<file path="src/rtl/prange_pkg.sv">
// Shared types for the prange range generator.
// Holds the FSM encoding and the lane-count ceiling.
package prange_pkg;

  typedef enum logic [1:0] {
    S_IDLE,
    S_RUN,
    S_DONE
  } state_t;

  localparam int MAX_LANES = 8;

endpackage

</file>
<file path="src/rtl/prange_lane.sv">
// One output lane: value = lane0 + K*step, plus its in-range flag.
// Arithmetic runs at EXT bits so a wrapped sum can never look in range.
module prange_lane #(
  parameter int WIDTH = 32,
  parameter int EXT   = 36,
  parameter int K     = 0
) (
  input  logic [EXT-1:0]   lane0,
  input  logic [WIDTH-1:0] step,
  input  logic [WIDTH-1:0] limit,
  output logic [WIDTH-1:0] value,
  output logic             hit
);

  logic signed [EXT-1:0] sx;
  logic signed [EXT-1:0] lx;
  logic signed [EXT-1:0] kx;
  logic signed [EXT-1:0] vx;
  logic                  pos;
  logic                  neg;

  assign sx  = {{(EXT-WIDTH){step[WIDTH-1]}}, step};
  assign lx  = {{(EXT-WIDTH){limit[WIDTH-1]}}, limit};
  assign kx  = EXT'(K);
  assign vx  = $signed(lane0) + sx * kx;
  assign neg = sx[EXT-1];
  assign pos = !neg && (sx != '0);

  always_comb begin
    hit = 1'b0;
    unique case (1'b1)
      pos:     hit = vx < lx;
      neg:     hit = vx > lx;
      default: hit = 1'b0;
    endcase
  end

  assign value = vx[WIDTH-1:0];

endmodule

</file>
<file path="src/rtl/prange.sv">
// Streams base, base+step, ... up to (not including) limit,
// LANES values per beat over a valid/ready handshake.
module prange
  import prange_pkg::*;
#(
  parameter int WIDTH = 32,
  parameter int LANES = 2
) (
  input  logic                   _clock,
  input  logic                   _reset,
  input  logic                   _start,
  input  logic                   _ready,
  input  logic [WIDTH-1:0]       base,
  input  logic [WIDTH-1:0]       limit,
  input  logic [WIDTH-1:0]       step,
  output logic                   _valid,
  output logic                   _done,
  output logic [LANES-1:0]       _lanes,
  output logic [LANES*WIDTH-1:0] _out,
  output logic [WIDTH-1:0]       _index
);

  localparam int EXT = WIDTH + 4;

  if (LANES < 1 || LANES > MAX_LANES) begin : g_bad
    $error("prange: LANES out of range");
  end

  state_t state;
  state_t state_n;

  logic signed [EXT-1:0] acc;
  logic [WIDTH-1:0]      stp;
  logic [WIDTH-1:0]      lim;
  logic [WIDTH-1:0]      idx;

  logic signed [EXT-1:0] bx;
  logic signed [EXT-1:0] sx_in;
  logic signed [EXT-1:0] lx_in;
  logic signed [EXT-1:0] sx;
  logic signed [EXT-1:0] lx;
  logic signed [EXT-1:0] lanes_x;
  logic signed [EXT-1:0] nxt;
  logic                  nxt_in;
  logic                  start_ok;
  logic                  run;
  logic                  xfer;
  logic                  load;

  assign bx      = {{(EXT-WIDTH){base[WIDTH-1]}}, base};
  assign sx_in   = {{(EXT-WIDTH){step[WIDTH-1]}}, step};
  assign lx_in   = {{(EXT-WIDTH){limit[WIDTH-1]}}, limit};
  assign sx      = {{(EXT-WIDTH){stp[WIDTH-1]}}, stp};
  assign lx      = {{(EXT-WIDTH){lim[WIDTH-1]}}, lim};
  assign lanes_x = EXT'(LANES);
  assign nxt     = acc + sx * lanes_x;

  // Zero step falls through both terms, so it is an empty range.
  assign start_ok = (sx_in > 0 && bx < lx_in)
                 || (sx_in < 0 && bx > lx_in);
  assign nxt_in   = (sx > 0 && nxt < lx)
                 || (sx < 0 && nxt > lx);

  assign run  = state == S_RUN;
  assign xfer = run && _ready;
  assign load = !run && _start;

  always_ff @(posedge _clock or negedge _reset) begin
    if (!_reset) begin
      state <= S_IDLE;
    end else begin
      state <= state_n;
    end
  end

  always_comb begin
    state_n = state;
    unique case (state)
      S_IDLE, S_DONE: begin
        if (_start) state_n = start_ok ? S_RUN : S_DONE;
      end
      S_RUN: begin
        if (_ready && !nxt_in) state_n = S_DONE;
      end
      default: state_n = S_IDLE;
    endcase
  end

  always_ff @(posedge _clock or negedge _reset) begin
    if (!_reset) begin
      acc <= '0;
      stp <= '0;
      lim <= '0;
      idx <= '0;
    end else if (load) begin
      acc <= bx;
      stp <= step;
      lim <= limit;
      idx <= '0;
    end else if (xfer && nxt_in) begin
      acc <= nxt;
      idx <= idx + WIDTH'(LANES);
    end
  end

  logic [WIDTH-1:0] val [LANES];
  logic [LANES-1:0] hit;

  for (genvar k = 0; k < LANES; k++) begin : g_lane
    prange_lane #(
      .WIDTH (WIDTH),
      .EXT   (EXT),
      .K     (k)
    ) u_lane (
      .lane0 (acc),
      .step  (stp),
      .limit (lim),
      .value (val[k]),
      .hit   (hit[k])
    );
    assign _lanes[k] = run && hit[k];
    assign _out[k*WIDTH +: WIDTH] = _lanes[k] ? val[k] : '0;
  end

  assign _valid = run;
  assign _done  = state == S_DONE;
  assign _index = idx;

endmodule

</file>
<file path="config.mk">
export PLATFORM = sky130hd
export DESIGN_NAME = prange
export DESIGN_NICKNAME = d
export VERILOG_FILES = /design/src/rtl/prange_pkg.sv /design/src/rtl/prange_lane.sv /design/src/rtl/prange.sv
export SDC_FILE = /design/constraint.sdc
export NUM_CORES = 1
export LEC_CHECK = 0
export ABC_AREA = 1
export CAP_MARGIN = 5
export CELL_PAD_IN_SITES_DETAIL_PLACEMENT = 2
export CELL_PAD_IN_SITES_GLOBAL_PLACEMENT = 2
export CORE_MARGIN = 1
export CORE_UTILIZATION = 34
export CTS_BUF_LIST = sky130_fd_sc_hd__clkbuf_8
export CTS_CLUSTER_DIAMETER = 100
export DETAILED_ROUTE_END_ITERATION = 6
export PLACE_DENSITY = 0.95
export SYNTH_ARGS = -nofsm -noshare
export SYNTH_HDL_FRONTEND = slang
export SYNTH_SLANG_ARGS = --single-unit
</file>
<file path="constraint.sdc">
create_clock -name _clock -period 12.5 [get_ports _clock]
set_clock_uncertainty 0.1 [all_clocks]
set_input_delay 1.875 -clock _clock [delete_from_list [all_inputs] [get_ports _clock]]
set_output_delay 1.875 -clock _clock [all_outputs]
set_load 0.005 [all_outputs]
</file>
==> out/results.ini, run 1 <==
[setup_path]
critPathMaxFanout = 33
timing.critical_path.required_ns = 10.52
timing_worst_setup_path_type = reg2out
critical_path.slowest_cell = sky130_fd_sc_hd__clkdlybuf4s50_1
critPathMaxStageDelay_ns = 0.54
category_of_the_worst_setup_path_capture_point = output port
arrival_worst_endpoint_ns = 6.12
critical-path-top-cell-by-count = sky130_fd_sc_hd__nand2_1
setup.worst_path.start_class = flip-flop

[power_and_ir_drop]
worst_ir_drop_on_vdd_uv = 123
cellLeakagePower_nw = 8.97
total_power_consumption_mw = 5.56
pwr_density_cell_mw_per_mm2 = 311

[clock_tree]
root_buffer = sky130_fd_sc_hd__clkbuf_8
post_cts_buffers = 0
cts-buffers-inserted = 17
cts-root-to-sink-buffers = 2
cts.repair.resized = 0
post_cts_hold_buffer_count = 0
tritoncts = built
cts_max_level = 4
clk_pin_slew_ns = 0.09
worstSkewPairLatency_ns = 0.57
cts_sinks = 133

[yosys]
synth_enable_flop_cells = 0
yosys.cell_types.count = 45
synth_area_per_cell_sq_um = 6.49
yosysTopAreaCellShare_pct = 22.2
yosys_most_used_dff = sky130_fd_sc_hd__dfrtp_1
seq_total_area_yosys_pct = 22.2
synth.largest_area_cell = sky130_fd_sc_hd__dfrtp_1
synth_area_sq_mm = 0.0150
synthesis.yosys.warnings = 0
syn_nets = 2613
synthCells = 2305
synth_top_cells_by_area = sky130_fd_sc_hd__dfrtp_1 22%, sky130_fd_sc_hd__nand2_1 18%, sky130_fd_sc_hd__ha_1 17%
synthArstFlopShare_pct = 100
yosys_register_bits = 133

[finish]
num-nets-final = 2784
drive_above_1_share_pct = 3.46
final_area_sq_mm = 0.0179
area_delta_synth_final_pct = 19.3
finalNonFillerCells = 3071
n_fill_cell = 5275

[global_routing]
gr_util_all_layers_pct = 34.3
grt.met2_usage_pct = 60.6
global_route.overflow_total = 0
grt.busiest_layer = met2
grtUsageMet1_pct = 41.3
grt_antenna_before_repair = 1
groute.layer.met3.usage_pct = 5.82
first_global_vias = 19300
grt_pass1_wl_um = 115000
pin_count_of_the_biggest_net_entering_global_routing = 87

[floorplan]
chipWidth_um = 212
die_height_um = 212
fp-row-count = 76
io_pins = 200
die_area_sq_mm = 0.0449
initial_utilization_pct = 34.6
floorplan.core_area_sq_mm = 0.0433

[sta]
max-slew-margin-rel_pct = 22.1
post-route-worst-setup-slack_ns = 4.40
worst-slew-pin-transition_ns = 1.17
min_period_over_period_pct = 64.8
timing_hold_violations_final = 0
report.final.slew_viol_count = 0
clock.fmax_mhz = 124
timing.setup.tns_ns = 0
setup_repair_after_global_routing_missed_its_margin = no
finalSetupViolations = 0
min_cycle_time_layout_ns = 8.10

[hold_path]
worst_hold_path_type = reg2reg

[placed_design]
gp_congestion = 0.993
post_dp_cell_area_sq_mm = 0.0175
dp_cells = 3042
detailed_placement_wirelength_estimate_um = 62000
preCtsSetupSlack_ns = 5.03
port_buffer_count = 198

[route]
drtPass1Iterations = 5
routed_via_density = 5.59
route.detailed.drc = 0
antenna_violating_nets_post_route = 0
drt-initial-drc-count = 953
wl_per_cell_um = 24.7
wirelength_um = 75800
via_count = 17200

[job]
drv.max_cap_violation_count = 0

[outcome]
status = completed

[cell usage after synthesis, types with 2 or more instances]
cell and number:
sky130_fd_sc_hd__a21boi_0 4, sky130_fd_sc_hd__a21o_1 12, sky130_fd_sc_hd__a21oi_1 141, sky130_fd_sc_hd__a31oi_1 9, sky130_fd_sc_hd__and2_1 10, sky130_fd_sc_hd__buf_1 4, sky130_fd_sc_hd__buf_12 2, sky130_fd_sc_hd__buf_2 16
sky130_fd_sc_hd__buf_4 5, sky130_fd_sc_hd__buf_8 2, sky130_fd_sc_hd__clkbuf_1 24, sky130_fd_sc_hd__dfrtp_1 133, sky130_fd_sc_hd__fa_1 2, sky130_fd_sc_hd__ha_1 206, sky130_fd_sc_hd__inv_1 289, sky130_fd_sc_hd__nand2_1 704
sky130_fd_sc_hd__nand2_2 4, sky130_fd_sc_hd__nand2_4 3, sky130_fd_sc_hd__nand3_1 114, sky130_fd_sc_hd__nand3_2 32, sky130_fd_sc_hd__nand3b_1 7, sky130_fd_sc_hd__nand4_1 33, sky130_fd_sc_hd__nor2_1 259, sky130_fd_sc_hd__nor2_4 2
sky130_fd_sc_hd__nor3_1 39, sky130_fd_sc_hd__nor3b_1 3, sky130_fd_sc_hd__nor4_1 24, sky130_fd_sc_hd__o2111ai_1 2, sky130_fd_sc_hd__o211ai_1 4, sky130_fd_sc_hd__o21a_1 10, sky130_fd_sc_hd__o21ai_0 99, sky130_fd_sc_hd__o21ai_1 9
sky130_fd_sc_hd__o21bai_1 9, sky130_fd_sc_hd__o221a_2 2, sky130_fd_sc_hd__or2_2 5, sky130_fd_sc_hd__xnor2_1 22, sky130_fd_sc_hd__xor2_1 52
[kinds of logic after synthesis]
logic type	Yosys count	synth area share, %
AOI/OAI and AO/OA	306	11.2
DFF	133	22.2
buffers and inverters	343	9.23
and+or+nand+nor	1240	35.5
adders and majority gates	208	17.5
xor gates and xnor gates	74	4.33
other	1	0.0250
[registers in the layout, indices dropped and copies added (netlist names)]
signal	flops
acc	36
lim	32
stp	32
_index	31
state	2
[final timing paths]
check                           slack [ns]  cells past startpoint       end     from
worst max-delay path                  4.40                     28  _out[57]   stp[0]
worst min-delay path                  0.47                      2   stp[20]  stp[20]
worst max register to register        5.74                     30   acc[28]   acc[1]
worst min register to register        0.47                      2   stp[20]  stp[20]
max in group asynchronous             9.48                      2    lim[8]   _reset
min in group asynchronous             1.20                      1  state[1]   _reset
[stage by stage]
step,hold slack (ns),util (%)
floorplan,0.374,-
global placement,0.419,40.3
detailed placement,0.451,40.3
CTS,0.466,41.3
global route,0.492,41.3
finish,0.474,41.3
[cells in the final DEF (no fill, tap or decap), types with 4 or more instances in the layout]
cell                              netlist  routed
sky130_fd_sc_hd__nand2_1              704     704
sky130_fd_sc_hd__inv_1                289     290
sky130_fd_sc_hd__nor2_1               259     258
sky130_fd_sc_hd__ha_1                 206     206
sky130_fd_sc_hd__clkdlybuf4s50_1        0     197
sky130_fd_sc_hd__a21oi_1              141     141
sky130_fd_sc_hd__dfrtp_1              133     133
sky130_fd_sc_hd__nand3_1              114     114
sky130_fd_sc_hd__o21ai_0               99      99
sky130_fd_sc_hd__xor2_1                52      52
sky130_fd_sc_hd__nor3_1                39      39
sky130_fd_sc_hd__nand4_1               33      33
sky130_fd_sc_hd__nand3_2               32      32
sky130_fd_sc_hd__nor4_1                24      24
sky130_fd_sc_hd__xnor2_1               22      22
sky130_fd_sc_hd__clkbuf_8               0      22
sky130_fd_sc_hd__a21o_1                12      12
sky130_fd_sc_hd__o21a_1                10      10
sky130_fd_sc_hd__and2_1                10      10
sky130_fd_sc_hd__a31oi_1                9       9
sky130_fd_sc_hd__o21bai_1               9       9
sky130_fd_sc_hd__o21ai_1                9       9
sky130_fd_sc_hd__nand3b_1               7       7
sky130_fd_sc_hd__buf_4                  5       7
sky130_fd_sc_hd__or2_2                  5       5
sky130_fd_sc_hd__a21boi_0               4       4
sky130_fd_sc_hd__o211ai_1               4       4
sky130_fd_sc_hd__nand2_2                4       4
[where the power goes]
part | switching [mW] | internal, mW
registers | 0.247 | 0.573
clock network | 0.208 | 0.218
logic | 2.86 | 1.45
[layer usage]
layer / routed length [um] / part of all wire (%)
met5: 12 / 0.016
met4: 2430 / 3.2
met3: 3630 / 4.8
met2: 37600 / 50
met1: 32100 / 42
[layout make-up]
type / instances / area [sq um] / share of cell area (%)
multi-input cells: 1829 / 10300 / 57.5
well taps: 585 / 732 / 4.10
flip-flops and latches: 133 / 3330 / 18.6
clock buffers: 22 / 303 / 1.70
repair buffers: 205 / 2040 / 11.4
inverters: 290 / 1090 / 6.11
diodes: 1 / 2.50 / 0.0140
clock inverters: 6 / 103 / 0.574
[critical path, delay by kind of cell, from the launching register on]
family                   cells  cell delay, ns
AND/OR/NAND/NOR             19            2.39
AO/OA/AOI/OAI                2            0.63
buffers and inverters        3            0.89
flip-flops                   1            0.44
XOR/XNOR                     1            0.15
adder cells (fa/ha/maj)      3            1.04
No activity file was read; power rests on OpenSTA's default activity.
==> run 2: changes to the inputs <==
--- a/config.mk
+++ b/config.mk
@@ -10,11 +10,11 @@
 export CELL_PAD_IN_SITES_DETAIL_PLACEMENT = 2
 export CELL_PAD_IN_SITES_GLOBAL_PLACEMENT = 2
 export CORE_MARGIN = 1
-export CORE_UTILIZATION = 34
+export CORE_UTILIZATION = 28
 export CTS_BUF_LIST = sky130_fd_sc_hd__clkbuf_8
 export CTS_CLUSTER_DIAMETER = 100
 export DETAILED_ROUTE_END_ITERATION = 6
-export PLACE_DENSITY = 0.95
+export PLACE_DENSITY = 0.84
 export SYNTH_ARGS = -nofsm -noshare
 export SYNTH_HDL_FRONTEND = slang
 export SYNTH_SLANG_ARGS = --single-unit
==> constraint.sdc (replaced) <==
create_clock -name _clock -period 7.3 [get_ports _clock]
set_clock_uncertainty 0.1 [all_clocks]
set_input_delay 1.095 -clock _clock [delete_from_list [all_inputs] [get_ports _clock]]
set_output_delay 1.095 -clock _clock [all_outputs]
set_load 0.005 [all_outputs]
==> run 2 against run 1 <==
Effect of this change: total power grew 66%; die area grew 21%; via count shrank 3.5%; critical endpoint is now _out[56]; largest power group unchanged.
==> out/results.ini, run 2 (synthesis gave the netlist of run 1 again) <==
[outcome]
status = completed  ; unchanged

[setup_path]
critical-path-top-delay-family = simple AND/OR/NAND/NOR gates  ; unchanged
critPathMaxFanout = 33  ; unchanged
timing.critical_path.required_ns = 6.11  ; was 10.52 ns
critical_path.slowest_cell = sky130_fd_sc_hd__clkdlybuf4s50_1  ; unchanged
start_point_of_the_critical_path = acc[2]  ; was stp[0]
critPathMaxStageDelay_ns = 0.52  ; was 0.54 ns
setup.worst_path.start_class = flip-flop  ; unchanged
worst-path-buf-inv = 4  ; was 3
cp_cell_sequence = ha_1, a21oi_1, nand2_1, a21oi_2, o21ai_1, a21boi_2, o21ai_1, xnor2_1, inv_1, ha_1, nand2_1, nor2_1, inv_1, nor3_1, nand3_1, nand4_1, nand3_1, nand2_1, nand3_1, buf_6, nor2_1, clkdlybuf4s50_1
category_of_the_worst_setup_path_capture_point = output port  ; unchanged
arrival_worst_endpoint_ns = 5.58  ; was 6.12 ns
timing.rr.start = acc[1]  ; unchanged
timing_worst_setup_path_type = reg2out  ; unchanged

[power_and_ir_drop]
pwr_density_cell_mw_per_mm2 = 509  ; was 311 mW/mm^2
power.share.switching_pct = 58.9  ; was 59.7%
seqPwrFrac_pct = 14.8  ; about the same
switchingPower_mw = 5.42  ; was 3.32 mW
worst_ir_drop_on_vdd_uv = 171  ; was 123 uV
cellLeakagePower_nw = 9.04  ; was 8.97 nW
internal_power_mw = 3.79  ; was 2.24 mW
combPwrFrac_pct = 78.0  ; was 77.6%
clkPwrFrac_pct = 7.3  ; was 7.7%

[route]
via_count = 16600  ; was 17.2k
drtPass1Iterations = 4  ; was 5
routed_via_density = 5.19  ; was 5.59
route.detailed.drc = 0  ; unchanged
antenna_violating_nets_post_route = 0  ; unchanged
wirelength_um = 71600  ; was 75,800 um
wl_per_cell_um = 22.4  ; was 24.7 um
drt-initial-drc-count = 872  ; was 953

[sta]
worst-slew-pin-transition_ns = 1.05  ; was 1.17 ns
clock.fmax_mhz = 148
setup_repair_after_global_routing_missed_its_margin = no  ; unchanged
timing_hold_violations_final = 0  ; unchanged
min_cycle_time_layout_ns = 6.78
max-slew-margin-rel_pct = 29.9  ; was 22.1%
whs_ns = 0.447  ; was 0.474 ns
report.final.slew_viol_count = 0  ; unchanged
min_period_over_period_pct = 92.9
timing.setup.tns_ns = 0  ; unchanged
finalSetupViolations = 0  ; unchanged

[clock_tree]
clk_pin_slew_ns = 0.09  ; about the same
post_cts_hold_buffer_count = 0  ; unchanged
cts_sinks = 133  ; unchanged
post_cts_buffers = 0  ; unchanged
tritoncts = built  ; unchanged
cts_max_level = 4  ; unchanged
cts-root-to-sink-buffers = 2  ; unchanged
worstSkewPairLatency_ns = 0.59  ; was 0.57 ns
cts-buffers-inserted = 17  ; unchanged
root_buffer = sky130_fd_sc_hd__clkbuf_8  ; unchanged
cts.repair.resized = 0  ; unchanged

[job]
drv.max_cap_violation_count = 0  ; unchanged

[floorplan]
die_area_sq_mm = 0.0544  ; was 0.0449 sq mm
floorplan.core_area_sq_mm = 0.0527  ; was 0.0433 sq mm
initial_utilization_pct = 28.4  ; was 34.6%
chipWidth_um = 233  ; was 212 um
io_pins = 200  ; unchanged
fp-row-count = 84  ; was 76
die_height_um = 233  ; was 212 um

[placed_design]
post_dp_cell_area_sq_mm = 0.0177  ; was 0.0175 sq mm
port_buffer_count = 198  ; unchanged
gp_congestion = 0.938  ; was 0.993
detailed_placement_wirelength_estimate_um = 59800  ; was 62,000 um

[finish]
final_area_sq_mm = 0.0181  ; was 0.0179 sq mm
finalCoreUtilization_pct = 34.4  ; was 41.3%
largest_register_ffs = 36  ; unchanged
num-nets-final = 2800  ; was 2,784
area_delta_synth_final_pct = 20.9  ; was 19.3%
reg_top3 = acc x36, lim x32, stp x32  ; unchanged
layout_common_cells = 704 x sky130_fd_sc_hd__nand2_1, 293 x sky130_fd_sc_hd__inv_1, 258 x sky130_fd_sc_hd__nor2_1  ; was 704 x sky130_fd_sc_hd__nand2_1, 290 x sky130_fd_sc_hd__inv_1, 258 x sky130_fd_sc_hd__nor2_1
drive_above_1_share_pct = 4.19  ; was 3.46%
largest_register = acc  ; unchanged
layout_commonest_cell = sky130_fd_sc_hd__nand2_1  ; unchanged

[global_routing]
pin_count_of_the_biggest_net_entering_global_routing = 87  ; unchanged
grt_pass1_wl_um = 110000  ; was 115,000 um
gr_util_all_layers_pct = 27.0  ; was 34.3%
global_route.overflow_total = 0  ; unchanged
first_global_vias = 18400  ; was 19.3k
grt_antenna_before_repair = 4  ; was 1

[hold_path]
worst_hold_path_type = in2async  ; was reg2reg

## run 2: cell types whose count changed in the layout (fill, tap and decap cells not counted)
cell and change:
sky130_fd_sc_hd__nor4_1 -1, sky130_fd_sc_hd__clkinv_2 +1, sky130_fd_sc_hd__a21oi_2 +2, sky130_fd_sc_hd__clkinvlp_4 +2
sky130_fd_sc_hd__nor4_2 +1, sky130_fd_sc_hd__bufinv_16 -1, sky130_fd_sc_hd__clkinv_4 +2, sky130_fd_sc_hd__a21oi_1 -2
sky130_fd_sc_hd__buf_6 +1, sky130_fd_sc_hd__clkbuf_8 -4, sky130_fd_sc_hd__buf_4 +15, sky130_fd_sc_hd__inv_1 +3
## run 2: final timing paths
check                           end  slack (ns)  depth (start not counted)
setup / recovery           _out[56]        0.52                         22
hold / removal               lim[4]        0.45                          1
setup reg to reg            acc[27]        1.56                         26
hold reg to reg              stp[0]        0.45                          2
max in group asynchronous   acc[26]        5.17                          2
min in group _clock          stp[0]        0.45                          2
## run 2: layout make-up
cell class	instances	area, sq um
fillers	6421	34600
repair buffers	221	2160
diodes	1	2.50
clock buffers	18	248
well taps	688	861
inverters	290	1090
multi-input cells	1829	10300
flip-flops and latches	133	3330
clock inverters	13	121
## run 2: worst reg2reg max path, stage by stage (launching register included)
cell and delay, ns:
sky130_fd_sc_hd__dfrtp_1 0.47, sky130_fd_sc_hd__ha_1 0.32, sky130_fd_sc_hd__fa_1 0.43, sky130_fd_sc_hd__nand2_1 0.09, sky130_fd_sc_hd__nand2_1 0.05, sky130_fd_sc_hd__o21ai_0 0.21
sky130_fd_sc_hd__o21bai_1 0.18, sky130_fd_sc_hd__nand3_1 0.10, sky130_fd_sc_hd__nand2_1 0.19, sky130_fd_sc_hd__nand3_1 0.14, sky130_fd_sc_hd__nand2_1 0.09, sky130_fd_sc_hd__or2_2 0.29
sky130_fd_sc_hd__and2_1 0.15, sky130_fd_sc_hd__ha_1 0.29, sky130_fd_sc_hd__nand2_1 0.08, sky130_fd_sc_hd__nor2_1 0.20, sky130_fd_sc_hd__nand2_2 0.11, sky130_fd_sc_hd__nor2_4 0.15
sky130_fd_sc_hd__nand2_2 0.11, sky130_fd_sc_hd__o21ai_0 0.39, sky130_fd_sc_hd__inv_1 0.10, sky130_fd_sc_hd__nand2_2 0.12, sky130_fd_sc_hd__nand2_4 0.08, sky130_fd_sc_hd__nand2_4 0.08
sky130_fd_sc_hd__buf_4 0.80, sky130_fd_sc_hd__nand3_1 0.25, sky130_fd_sc_hd__nand2_1 0.13
## run 2: layer usage
layer | part of all wire (%) | GRT usage, % | vias up
met5 | 0.032 | 0 | -
met4 | 2.8 | 9.05 | 4
met3 | 3.6 | 4.24 | 100
met2 | 50 | 47.9 | 297
met1 | 44 | 32.8 | 8330
li1 | - | - | 7855
## run 2: stage by stage
step                cells  worst slack (ns)  power, mW
floorplan            2305              2.30       5.75
global placement     3161             0.938       8.08
detailed placement   3161             0.846       8.48
CTS                  3192             0.171       9.22
global route         3192             0.108       10.1
finish               3193             0.520       9.21
## run 2: power groups by stage
stage	clock (mW)	sequential, mW	combinational, mW
5_1_grt	0.712	1.38	7.98
3_3_place_gp	0	1.34	6.73
4_1_cts	0.692	1.35	7.18
3_5_place_dp	0	1.36	7.11
2_1_floorplan	0	1.21	4.54
6_report	0.669	1.36	7.18
